==> config.mk <==
export PLATFORM = sky130hd
export DESIGN_NAME = c64_key_event_encoder
export DESIGN_NICKNAME = d
export VERILOG_FILES = /design/src/rtl/c64_key_event_encoder.sv
export SDC_FILE = /design/constraint.sdc
export NUM_CORES = 1
export LEC_CHECK = 0
export CORE_MARGIN = 2
export CORE_UTILIZATION = 40
export DETAILED_ROUTE_END_ITERATION = 6
export GPL_TIMING_DRIVEN = 0
export REMOVE_ABC_BUFFERS = 1
export SETUP_SLACK_MARGIN = 0.2
export SYNTH_ARGS = -nofsm -noshare
export SYNTH_HDL_FRONTEND = slang
export SYNTH_SLANG_ARGS = --single-unit
export TNS_END_PERCENT = 50
==> constraint.sdc <==
create_clock -name sysclk -period 3.76 [get_ports sysclk]
set_input_delay 0.376 -clock sysclk [delete_from_list [all_inputs] [get_ports sysclk]]
set_output_delay 0.376 -clock sysclk [all_outputs]
set_load 0.05 [all_outputs]
==> src/rtl/c64_key_event_encoder.sv <==
// C64 keyboard matrix scanner: one key is examined per ena1MHz tick, and each make/break change is queued as a 7-bit event.
// Build option C64KEY_EVENT_FIFO_EN selects a FIFO_DEPTH-entry FIFO. Without it, the queue is a single holding register.
module c64_key_event_encoder #(
    parameter int unsigned FIFO_DEPTH = 8
) (
    input  logic        sysclk,
    input  logic        n_reset,
    input  logic        ena1MHz,
    input  logic [63:0] keys,
    input  logic        ev_ready,
    output logic        ev_valid,
    output logic [6:0]  ev_code,
    output logic [4:0]  ev_level
);

    if (FIFO_DEPTH < 2 || FIFO_DEPTH > 16 || (FIFO_DEPTH & (FIFO_DEPTH - 1)) != 0) begin : g_depth_check
        $error("FIFO_DEPTH must be a power of two in 2..16");
    end

    logic [63:0] reported_q;
    logic [63:0] reported_d;
    logic [5:0]  idx_q;
    logic [5:0]  idx_d;

    logic        key_now;
    logic        mismatch;
    logic        full;
    logic        push;
    logic        pop;
    logic [6:0]  push_code;

    always_comb begin
        key_now   = keys[idx_q];
        mismatch  = (key_now != reported_q[idx_q]);
        // A full queue blocks the push even if a pop happens on the same edge.
        push      = ena1MHz && mismatch && !full;
        pop       = ev_valid && ev_ready;
        push_code = {key_now, idx_q};
    end

    // The scan index holds on a blocked mismatch so that the same key is retried on the next tick.
    always_comb begin
        reported_d = reported_q;
        idx_d      = idx_q;
        if (push) begin
            reported_d[idx_q] = key_now;
        end
        if (ena1MHz && (!mismatch || push)) begin
            idx_d = idx_q + 6'd1;
        end
    end

    always_ff @(posedge sysclk or negedge n_reset) begin
        if (!n_reset) begin
            reported_q <= '1;
            idx_q      <= '0;
        end else begin
            reported_q <= reported_d;
            idx_q      <= idx_d;
        end
    end

`ifdef C64KEY_EVENT_FIFO_EN

    localparam int unsigned AW      = $clog2(FIFO_DEPTH);
    localparam logic [4:0]  DEPTH_L = 5'(FIFO_DEPTH);

    logic [6:0]    mem_q [FIFO_DEPTH];
    logic [AW-1:0] wr_ptr_q;
    logic [AW-1:0] wr_ptr_d;
    logic [AW-1:0] rd_ptr_q;
    logic [AW-1:0] rd_ptr_d;
    logic [4:0]    count_q;
    logic [4:0]    count_d;

    always_comb begin
        full     = (count_q == DEPTH_L);
        wr_ptr_d = wr_ptr_q;
        rd_ptr_d = rd_ptr_q;
        count_d  = count_q;
        if (push) begin
            wr_ptr_d = wr_ptr_q + AW'(1);
        end
        if (pop) begin
            rd_ptr_d = rd_ptr_q + AW'(1);
        end
        case ({push, pop})
            2'b10:   count_d = count_q + 5'd1;
            2'b01:   count_d = count_q - 5'd1;
            default: count_d = count_q;
        endcase
    end

    always_ff @(posedge sysclk or negedge n_reset) begin
        if (!n_reset) begin
            wr_ptr_q <= '0;
            rd_ptr_q <= '0;
            count_q  <= '0;
        end else begin
            wr_ptr_q <= wr_ptr_d;
            rd_ptr_q <= rd_ptr_d;
            count_q  <= count_d;
        end
    end

    // Storage needs no reset: the outputs mask it whenever count_q is zero.
    always_ff @(posedge sysclk) begin
        if (push) begin
            mem_q[wr_ptr_q] <= push_code;
        end
    end

    always_comb begin
        ev_valid = (count_q != 5'd0);
        ev_code  = ev_valid ? mem_q[rd_ptr_q] : '0;
        ev_level = count_q;
    end

`else

    logic       hold_valid_q;
    logic       hold_valid_d;
    logic [6:0] hold_code_q;
    logic [6:0] hold_code_d;

    always_comb begin
        full         = hold_valid_q;
        hold_valid_d = hold_valid_q;
        hold_code_d  = hold_code_q;
        if (pop) begin
            hold_valid_d = 1'b0;
            hold_code_d  = '0;
        end
        if (push) begin
            hold_valid_d = 1'b1;
            hold_code_d  = push_code;
        end
    end

    always_ff @(posedge sysclk or negedge n_reset) begin
        if (!n_reset) begin
            hold_valid_q <= 1'b0;
            hold_code_q  <= '0;
        end else begin
            hold_valid_q <= hold_valid_d;
            hold_code_q  <= hold_code_d;
        end
    end

    always_comb begin
        ev_valid = hold_valid_q;
        ev_code  = hold_valid_q ? hold_code_q : '0;
        ev_level = {4'b0000, hold_valid_q};
    end

`endif

endmodule
=== After elaboration in Yosys (flattened, before gate mapping) ===
Cells that the tools add are included.

* Logic and storage cells: 29
* Output and inout bits: 13
* Bits of input ports: 68
* Register bits after elaboration: 78

* Add/sub/neg operators: 1
* Equal/unequal tests: 1
* $lt $le $gt $ge: 2
* Muxes and demuxes: 12
* Reduce and logical (&&, ||, !) cells: 9

{| class="wikitable"
|+ Operators with widths
! cell !! count
|-
| 64-bit bitwise mux || 1
|-
| 7-bit two-way mux || 3
|-
| 1-bit binary-select mux with 6-bit select || 2
|-
| 6-bit by 7-bit < comparator with 1-bit output (second input constant) || 1
|-
| 6-bit by 1-bit adder with 6-bit output (second input constant) || 1
|-
| 1-bit demux with 6-bit select || 1
|-
| 6-bit by 1-bit greater-or-equal comparator with 1-bit output (second input constant) || 1
|-
| 1-bit logical AND || 5
|-
| 1-bit two-way mux || 5
|-
| 1-bit zero test || 2
|-
| 2-bit nonzero test || 1
|-
| 1-bit logical OR || 1
|-
| 1-bit != test || 1
|}

=== Logic depth before layout (Yosys ltp) ===
Gate-level depths: netlist of run 1.

* Depth in word-level cells: 7
* Gate-level depth with buffers: 13
* Mapped depth without buffers: 8

=== Worst setup path before layout of run 1 ===
Ideal clock, no wire load.

* Path kind: register to register
* Start: register idx_q[0]
* End: register idx_q[1]
* Period minus slack after synthesis: 2862 ps
* Stages on the path, launching flop included: 13
* Data arrival time: 2734 ps
* Buffers on the path: 4
* Slack: 898 ps
* Required time: 3632 ps
* Cell sequence: dfrtp_1 buf_6 buf_8 buf_8 buf_12 mux4_2 nand2_1 a21oi_1 a2111oi_2 and4_4 xor2_2 a21oi_1 mux2_1

* Cells in the longest elaborated chain, start to end: 7
* Elaborated cells between the ends (all ways): 11
* Those cells by class: add/sub (1); eq/ne (1); mux (4); reduce/logical (5)

{| class="wikitable"
|+ Ends and longest elaborated chain
! element !! RTL line !! RTL
|-
| start: declaration || 22 || <nowiki>logic [5:0] idx_q;</nowiki>
|-
| start signal: assignment || 59 || <nowiki>idx_q <= idx_d;</nowiki>
|-
| 1-bit binary-select mux with 6-bit select (on tied branches) || 33, 34 ||
|-
| 1-bit two-way mux (on tied branches) || 33, 34 ||
|-
| 1-bit != test || 34 || <nowiki>mismatch = (key_now != reported_q[idx_q]);</nowiki>
|-
| 1-bit logical AND (2 in series) || 36 || <nowiki>push = ena1MHz && mismatch && !full;</nowiki>
|-
| 1-bit logical OR || 48 || <nowiki>if (ena1MHz && (!mismatch || push)) begin</nowiki>
|-
| 1-bit logical AND || 48 ||
|}

Several ways; a longest one is shown, not always the timed one. The select of a mux whose other input is x is not followed.
A chain may end at the register's enable or synchronous reset.

=== Worst setup path after layout of run 1 ===
* Start: register idx_q[0]
* End: register reported_q[3]

* Cells in the longest elaborated chain, start to end: 5
* Elaborated cells between the ends (all ways): 13
* Those cells by class: order compare (2); eq/ne (1); mux (7); reduce/logical (3)

{| class="wikitable"
|+ Ends and longest elaborated chain
! element !! RTL line !! RTL
|-
| 6-bit by 7-bit < comparator with 1-bit output (not written as such), or another cell as far along || 46 || <nowiki>reported_d[idx_q] = key_now;</nowiki>
|-
| 1-bit logical AND (not written as such), or another cell as far along || 46 ||
|-
| 1-bit two-way mux (not written as such) / 1-bit != test (equally long branches) || 46, 34 ||
|-
| 1-bit demux with 6-bit select / 1-bit logical AND (equally long branches) || 46, 36 ||
|-
| 64-bit bitwise mux / 1-bit logical AND (equally long branches) || 46, 36 ||
|-
| end signal: assignment || 58 || <nowiki>reported_q <= reported_d;</nowiki>
|-
| end: declaration || 20 || <nowiki>logic [63:0] reported_q;</nowiki>
|}

Several ways; a longest one is shown, not always the timed one. The select of a mux whose other input is x is not followed.

==> results of run 1 <==
==> flip-flops by register name, indices dropped and copies added, names as in the netlist <==
| name | flops |
|---|---|
| reported_q | 64 |
| hold_code_q | 7 |
| idx_q | 6 |
| ev_valid | 1 |
==> final cells by class <==
type,count,area share
tap,172,0.0331
clock inverter,1,0.00462
timing repair buffer,101,0.160
clock buffer,14,0.0406
sequential,78,0.314
inverter,6,0.00365
multi-input combinational,441,0.445
==> critical path, cell delays in order (launching register included) <==
cell	delay, ns
dfrtp_4	0.49
buf_12	0.18
and3b_2	0.31
a221o_1	0.37
o211ai_2	0.30
o21ai_1	0.26
nor4b_4	0.27
buf_4	0.21
buf_4	0.18
buf_4	0.15
and2_1	0.29
a21oi_1	0.10
o21ai_0	0.17
==> per-stage QoR <==
step	setup WS (ns)	TNS, ns	power, uW	util	instances
after global placement	-2.52	-168.68	3930	0.463	770
after CTS	0.207	0	5400	0.507	799
after global routing	0.205	0	6120	0.518	813
after detailed placement	-1.02	-45.16	4010	0.471	774
final	0.351	0	5800	0.518	813
after floorplan	-0.721	-23.90	3060	-	522
==> repair_timing <==
action                     CTS  global route
hold buffers                 0             0
resized for setup           12             8
setup endpoints to repair   78            71
gates cloned                 3             0
setup buffers                7            14
pin swaps                    1             2
==> metal layers <==
metal | up-vias | GRT usage | routed length, microns
li1 | 2265 | - | -
met1 | 2525 | 0.357 | 7470
met2 | 216 | 0.422 | 8420
met3 | 29 | 0.0587 | 1230
met4 | 0 | 0.0839 | 377
met5 | - | 0 | 0
==> power groups by stage <==
stage	logic (uW)	clock network [uW]	registers, uW
after floorplan	1720	0	1340
after global placement	2470	0	1460
after detailed placement	2680	0	1330
after CTS	3200	887	1310
after global routing	3900	935	1280
final	3660	885	1260
==> final timing paths <==
kind,to,start
worst min-delay path,reported_q[24]$_DFFE_PN1P_,n_reset
max in group asynchronous,reported_q[58]$_DFFE_PN1P_,n_reset
worst min register to register,reported_q[40]$_DFFE_PN1P_,reported_q[40]$_DFFE_PN1P_
min in group sysclk,reported_q[40]$_DFFE_PN1P_,reported_q[40]$_DFFE_PN1P_
worst max-delay path,reported_q[3]$_DFFE_PN1P_,idx_q[0]$_DFFE_PN0P_
worst max register to register,reported_q[3]$_DFFE_PN1P_,idx_q[0]$_DFFE_PN0P_
==> cells in the final DEF, fill, tap and decap left out, drive strengths merged, types with 6 or more instances in the layout <==
| cell type | n |
|---|---|
| nand3 | 16 |
| a31oi | 13 |
| mux2i | 12 |
| and3 | 7 |
| buf | 26 |
| a22o | 6 |
| nand2b | 10 |
| nor2b | 6 |
| o21ai | 136 |
| nor2 | 19 |
| clkdlybuf4s50 | 75 |
| nand2 | 33 |
| dfrtp | 14 |
| a221oi | 11 |
| mux4 | 11 |
| and2 | 20 |
| nand3b | 8 |
| dfstp | 64 |
| clkbuf | 14 |
| a21oi | 67 |
==> cells by family after synthesis <==
family          Yosys count
simple gates            137
other cells               1
flops                    78
buf+inv                  58
mux                      28
xor+xnor                  5
compound gates          263
fa+ha+maj                 1
==> reports/qor.yml, run 1 <==
power:
  comb_power_share: 0.631
  leakagePower_uw: 0.00243
  swShare: 0.483
  seqPwrFrac: 0.217
  clkPwrFrac: 0.152
  power.internal_uw: 3000
  irDropWorstVdd_uv: 661
  switching_power_uw: 2800
  power_density_mw_per_mm2: 892
final_layout:
  multi_input_area_sq_mm: 0.00289
  seq_area_sq_mm: 0.00204
  area_growth_pct: 27.0
  drive_above_1_share: 0.234
  antennaDiodeCount: 0
  nets: 706
  nFillCells: 1156
  final_area_sq_mm: 0.00650
yosys:
  synthXorXnorAreaFrac: 0.0100
  synthAdderAreaFrac: 0.00244
  synth_top_area_cell: "dfstp_2"
  async_reset_ff_frac: 1.00
  synth.area.top_cells: "dfstp_2 (33%), o21ai_0 (13%), dfrtp_1 (6.8%)"
  synth_cell_types: 66
  synth_compound_area_frac: 0.296
  synth_area_per_cell_sq_um: 8.97
  synth_top_area_frac: 0.328
  synth_simple_gate_area_share: 0.149
  postSynthCellCount: 571
  synth_top_family_by_area: "compound AO/OA/AOI/OAI gates"
  synthFlopType: "dfstp_2"
  synthTopCellsByCount: "o21ai_0 (128), a21oi_1 (66), dfstp_2 (64)"
  yosysSeqAreaShare: 0.397
  synthMuxAreaShare: 0.0828
  synth_edf_count: 0
  synth_seq_cells: 78
  netlist_area_sq_mm: 0.00512
  yosys_warnings: 0
  yosysMostFrequentCell: "o21ai_0"
critical_path:
  arrival_ns: 3.66
  reg2regPathDepth: 12
  r2r_slack_ns: 0.35
  crit_path_end_kind: "register"
  cp_max_fo: 34
  crit_required_ns: 4.01
  start_kind: "register"
  crit_type: "reg2reg"
clock_network:
  clk_path_buf_depth: 2
  cts_max_level: 3
  root_buffer: "clkbuf_16"
  clk_latency_ns: 0.34
  numCtsBuffers: 9
  cts_sinks: 78
  cts_tree: "yes"
  cts.clk_slew.worst_paths_ns: 0.06
route:
  routed_wl_mm: 17.5
  ant_nets: 0
  drt-initial-drc-count: 488
  vias: 5035
  wl_per_cell_microns: 21.5
  vias_per_cell: 6.19
  drcViolationCount: 0
  firstDrtPassIters: 5
placement:
  gp_congestion: 0.880
  portBuffers: 76
  placed_cell_area_sq_mm: 0.00591
  dp_hpwl_mm: 10.8
timing:
  final-hold-violation-count: 0
  skew_ns: 0.00841
  relSlewSlack: 0.440
  worst_pin_slew_ns: 0.834
  setup_viol: 0
  max_freq_mhz: 293
  hold_ws_ns: 0.0881
  period_minus_slack_ns: 3.41
  period_share: 0.907
  final_max_slew_viol_count: 0
  rsz0062_at_grt: "no"
floorplan:
  start_util: 0.407
  die_h_microns: 117
  dieArea_sq_mm: 0.0137
  die_w_microns: 117
  core_area_sq_mm: 0.0126
  rows: 41
  io_pins: 81
flow_run:
  maxCapViolCount: 0
grt:
  grt_max_degree: 68
  gr-usage-all-layers: 0.264
  grt_pass1_wl_mm: 27.3
  grt_antenna_before_repair: 0
  grt_pass1_vias: 4989
  overflow: 0
run_status:
  status: "finished clean"
hold_path:
  hold_class: "in2async"
No activity file was read; power rests on OpenSTA's default activity.
==> run 2, diff against run 1 <==
ABC_CLOCK_PERIOD_IN_PS = 3760   (was default)
PLACE_DENSITY_LB_ADDON = 0.3   (was default)
==> run 2 against run 1 <==
  * Critical path depth decreased by 3
  * First-iteration DRC count is 7.4% lower
  * Via count up 1.3%
  * Sequential cell count is the same
  * Register-to-register slack hardly changed
  * Maximum frequency is 0.32% lower
  * Critical path type unchanged
  * Hold slack improved by 0.15 ns
  * Critical endpoint is now idx_q[1]$_DFFE_PN0P_
  * Sequential share of layout area increased by 0.42 points
==> reports/qor.yml, run 2 (synthesized netlist as in run 1, its figures left out) <==
run_status:
  status: "finished clean"
critical_path:
  cp_max_fo: 33
  start_kind: "register"
  crit_required_ns: 3.98
  crit_slowest_cell: "dfrtp_4"
  cp_cell_sequence: "buf_12, and2_2, a22o_1, a211o_1, a2111oi_4, and4_4, xor2_4, a21oi_1, mux2_1"
  arrival_ns: 3.64
  crit_type: "reg2reg"
  crit_path_end_kind: "register"
  path_delay_family: "compound AO/OA/AOI/OAI gates"
  worst-path-buf-inv: 1
  slowest_delay_ns: 0.51
clock_network:
  cts.clk_slew.worst_paths_ns: 0.06
  numCtsBuffers: 9
  cts_sinks: 78
  root_buffer: "clkbuf_16"
  clk_path_buf_depth: 2
  cts_tree: "yes"
  cts_max_level: 3
  clk_latency_ns: 0.33
floorplan:
  core_area_sq_mm: 0.0126
  rows: 41
  start_util: 0.407
  die_h_microns: 117
  die_w_microns: 117
  dieArea_sq_mm: 0.0137
  io_pins: 81
route:
  wl_per_cell_microns: 21.5
  vias: 5098
  drcViolationCount: 0
  firstDrtPassIters: 5
  vias_per_cell: 6.35
  ant_nets: 0
  drt-initial-drc-count: 452
  routed_wl_mm: 17.3
placement:
  dp_hpwl_mm: 11.2
  gp_congestion: 0.876
  placed_cell_area_sq_mm: 0.00590
  portBuffers: 76
  dp_cells: 774
  preCtsSetupSlack_ns: -1.08
grt:
  overflow: 0
  grt_pass1_vias: 5138
  gr-usage-all-layers: 0.263
  grt_antenna_before_repair: 0
  grt_max_degree: 52
  grt_pass1_wl_mm: 27.8
final_layout:
  largest_reg_flops: 64
  final_area_sq_mm: 0.00642
  antennaDiodeCount: 0
  fin_cells: 803
  drive_above_1_share: 0.219
  nets: 695
  final_common_cell: "o21ai_0"
  final_cell_mix: "o21ai_0 (127), clkdlybuf4s50_1 (75), a21oi_1 (66), dfstp_2 (64), nand2_1 (33)"
  area_growth_pct: 25.3
  largestRegisters: "reported_q (64), hold_code_q (7), idx_q (6)"
  largest_register: "reported_q"
timing:
  relSlewSlack: 0.427
  setup_viol: 0
  fin_setup_tns_ns: 0
  rsz0062_at_grt: "no"
  setup_slack_ns: 0.340
  max_freq_mhz: 292
  period_minus_slack_ns: 3.42
  worst_pin_slew_ns: 0.857
  skew_ns: 0.00648
  final_max_slew_viol_count: 0
  final-hold-violation-count: 0
  period_share: 0.910
flow_run:
  maxCapViolCount: 0
power:
  irDropWorstVdd_uv: 679
  leakagePower_uw: 0.00237
  power_density_mw_per_mm2: 862
hold_path:
  hold_class: "in2async"
-- run 2: worst paths after layout --
path                                       startpoint                         end  slack [ns]  cells after the start
setup / recovery                 idx_q[0]$_DFFE_PN0P_        idx_q[1]$_DFFE_PN0P_        0.34                      9
hold / removal                                n_reset  reported_q[23]$_DFFE_PN1P_        0.24                      1
setup reg to reg                 idx_q[0]$_DFFE_PN0P_        idx_q[1]$_DFFE_PN0P_        0.34                      9
hold reg to reg            reported_q[32]$_DFFE_PN1P_  reported_q[32]$_DFFE_PN1P_        0.50                      2
max in group asynchronous                     n_reset  reported_q[32]$_DFFE_PN1P_        3.15                      2
min in group sysclk        reported_q[32]$_DFFE_PN1P_  reported_q[32]$_DFFE_PN1P_        0.50                      2
-- run 2: power by group --
part	leakage, uW	internal, uW	switching [uW]	total [uW]
Sequential	0.000843	1040	239	1280
Combinational	0.00138	1190	2170	3360
Clock	0.000146	550	341	891
-- run 2: metrics by stage --
stage	util	total power [uW]	hold WS (ns)
3_5_place_dp	0.470	4020	0.484
2_1_floorplan	-	3060	0.0804
4_1_cts	0.505	5370	0.266
3_3_place_gp	0.463	3910	0.480
5_1_grt	0.511	5780	0.299
6_report	0.511	5530	0.236
-- run 2: per-layer routing --
metal  track usage  vias up  routed length [microns]
met2         0.421      279                     8340
met1         0.358     2538                     7160
met3        0.0530       46                     1300
met5             0        -                        0
met4        0.0902        0                      483
li1              -     2235                        -
-- run 2: area by class of cell --
| cell class | count | area [sq um] |
|---|---|---|
| Timing Repair Buffer | 90 | 936 |
| Multi-Input combinational cell | 441 | 2900 |
| Fill cell | 1154 | 6150 |
| Clock buffer | 13 | 260 |
| Tap cell | 172 | 215 |
| Sequential cell | 78 | 2040 |
| Inverter | 6 | 26.3 |
| Clock inverter | 3 | 42.5 |
-- run 2: what timing repair did --
action	CTS	global route
cloned	3	0
hold buffers	0	0
setup buffers	6	4
resized for setup	11	7
pin swaps	1	0
hold endpoints to repair	0	0
endpoints found under the setup margin	78	62
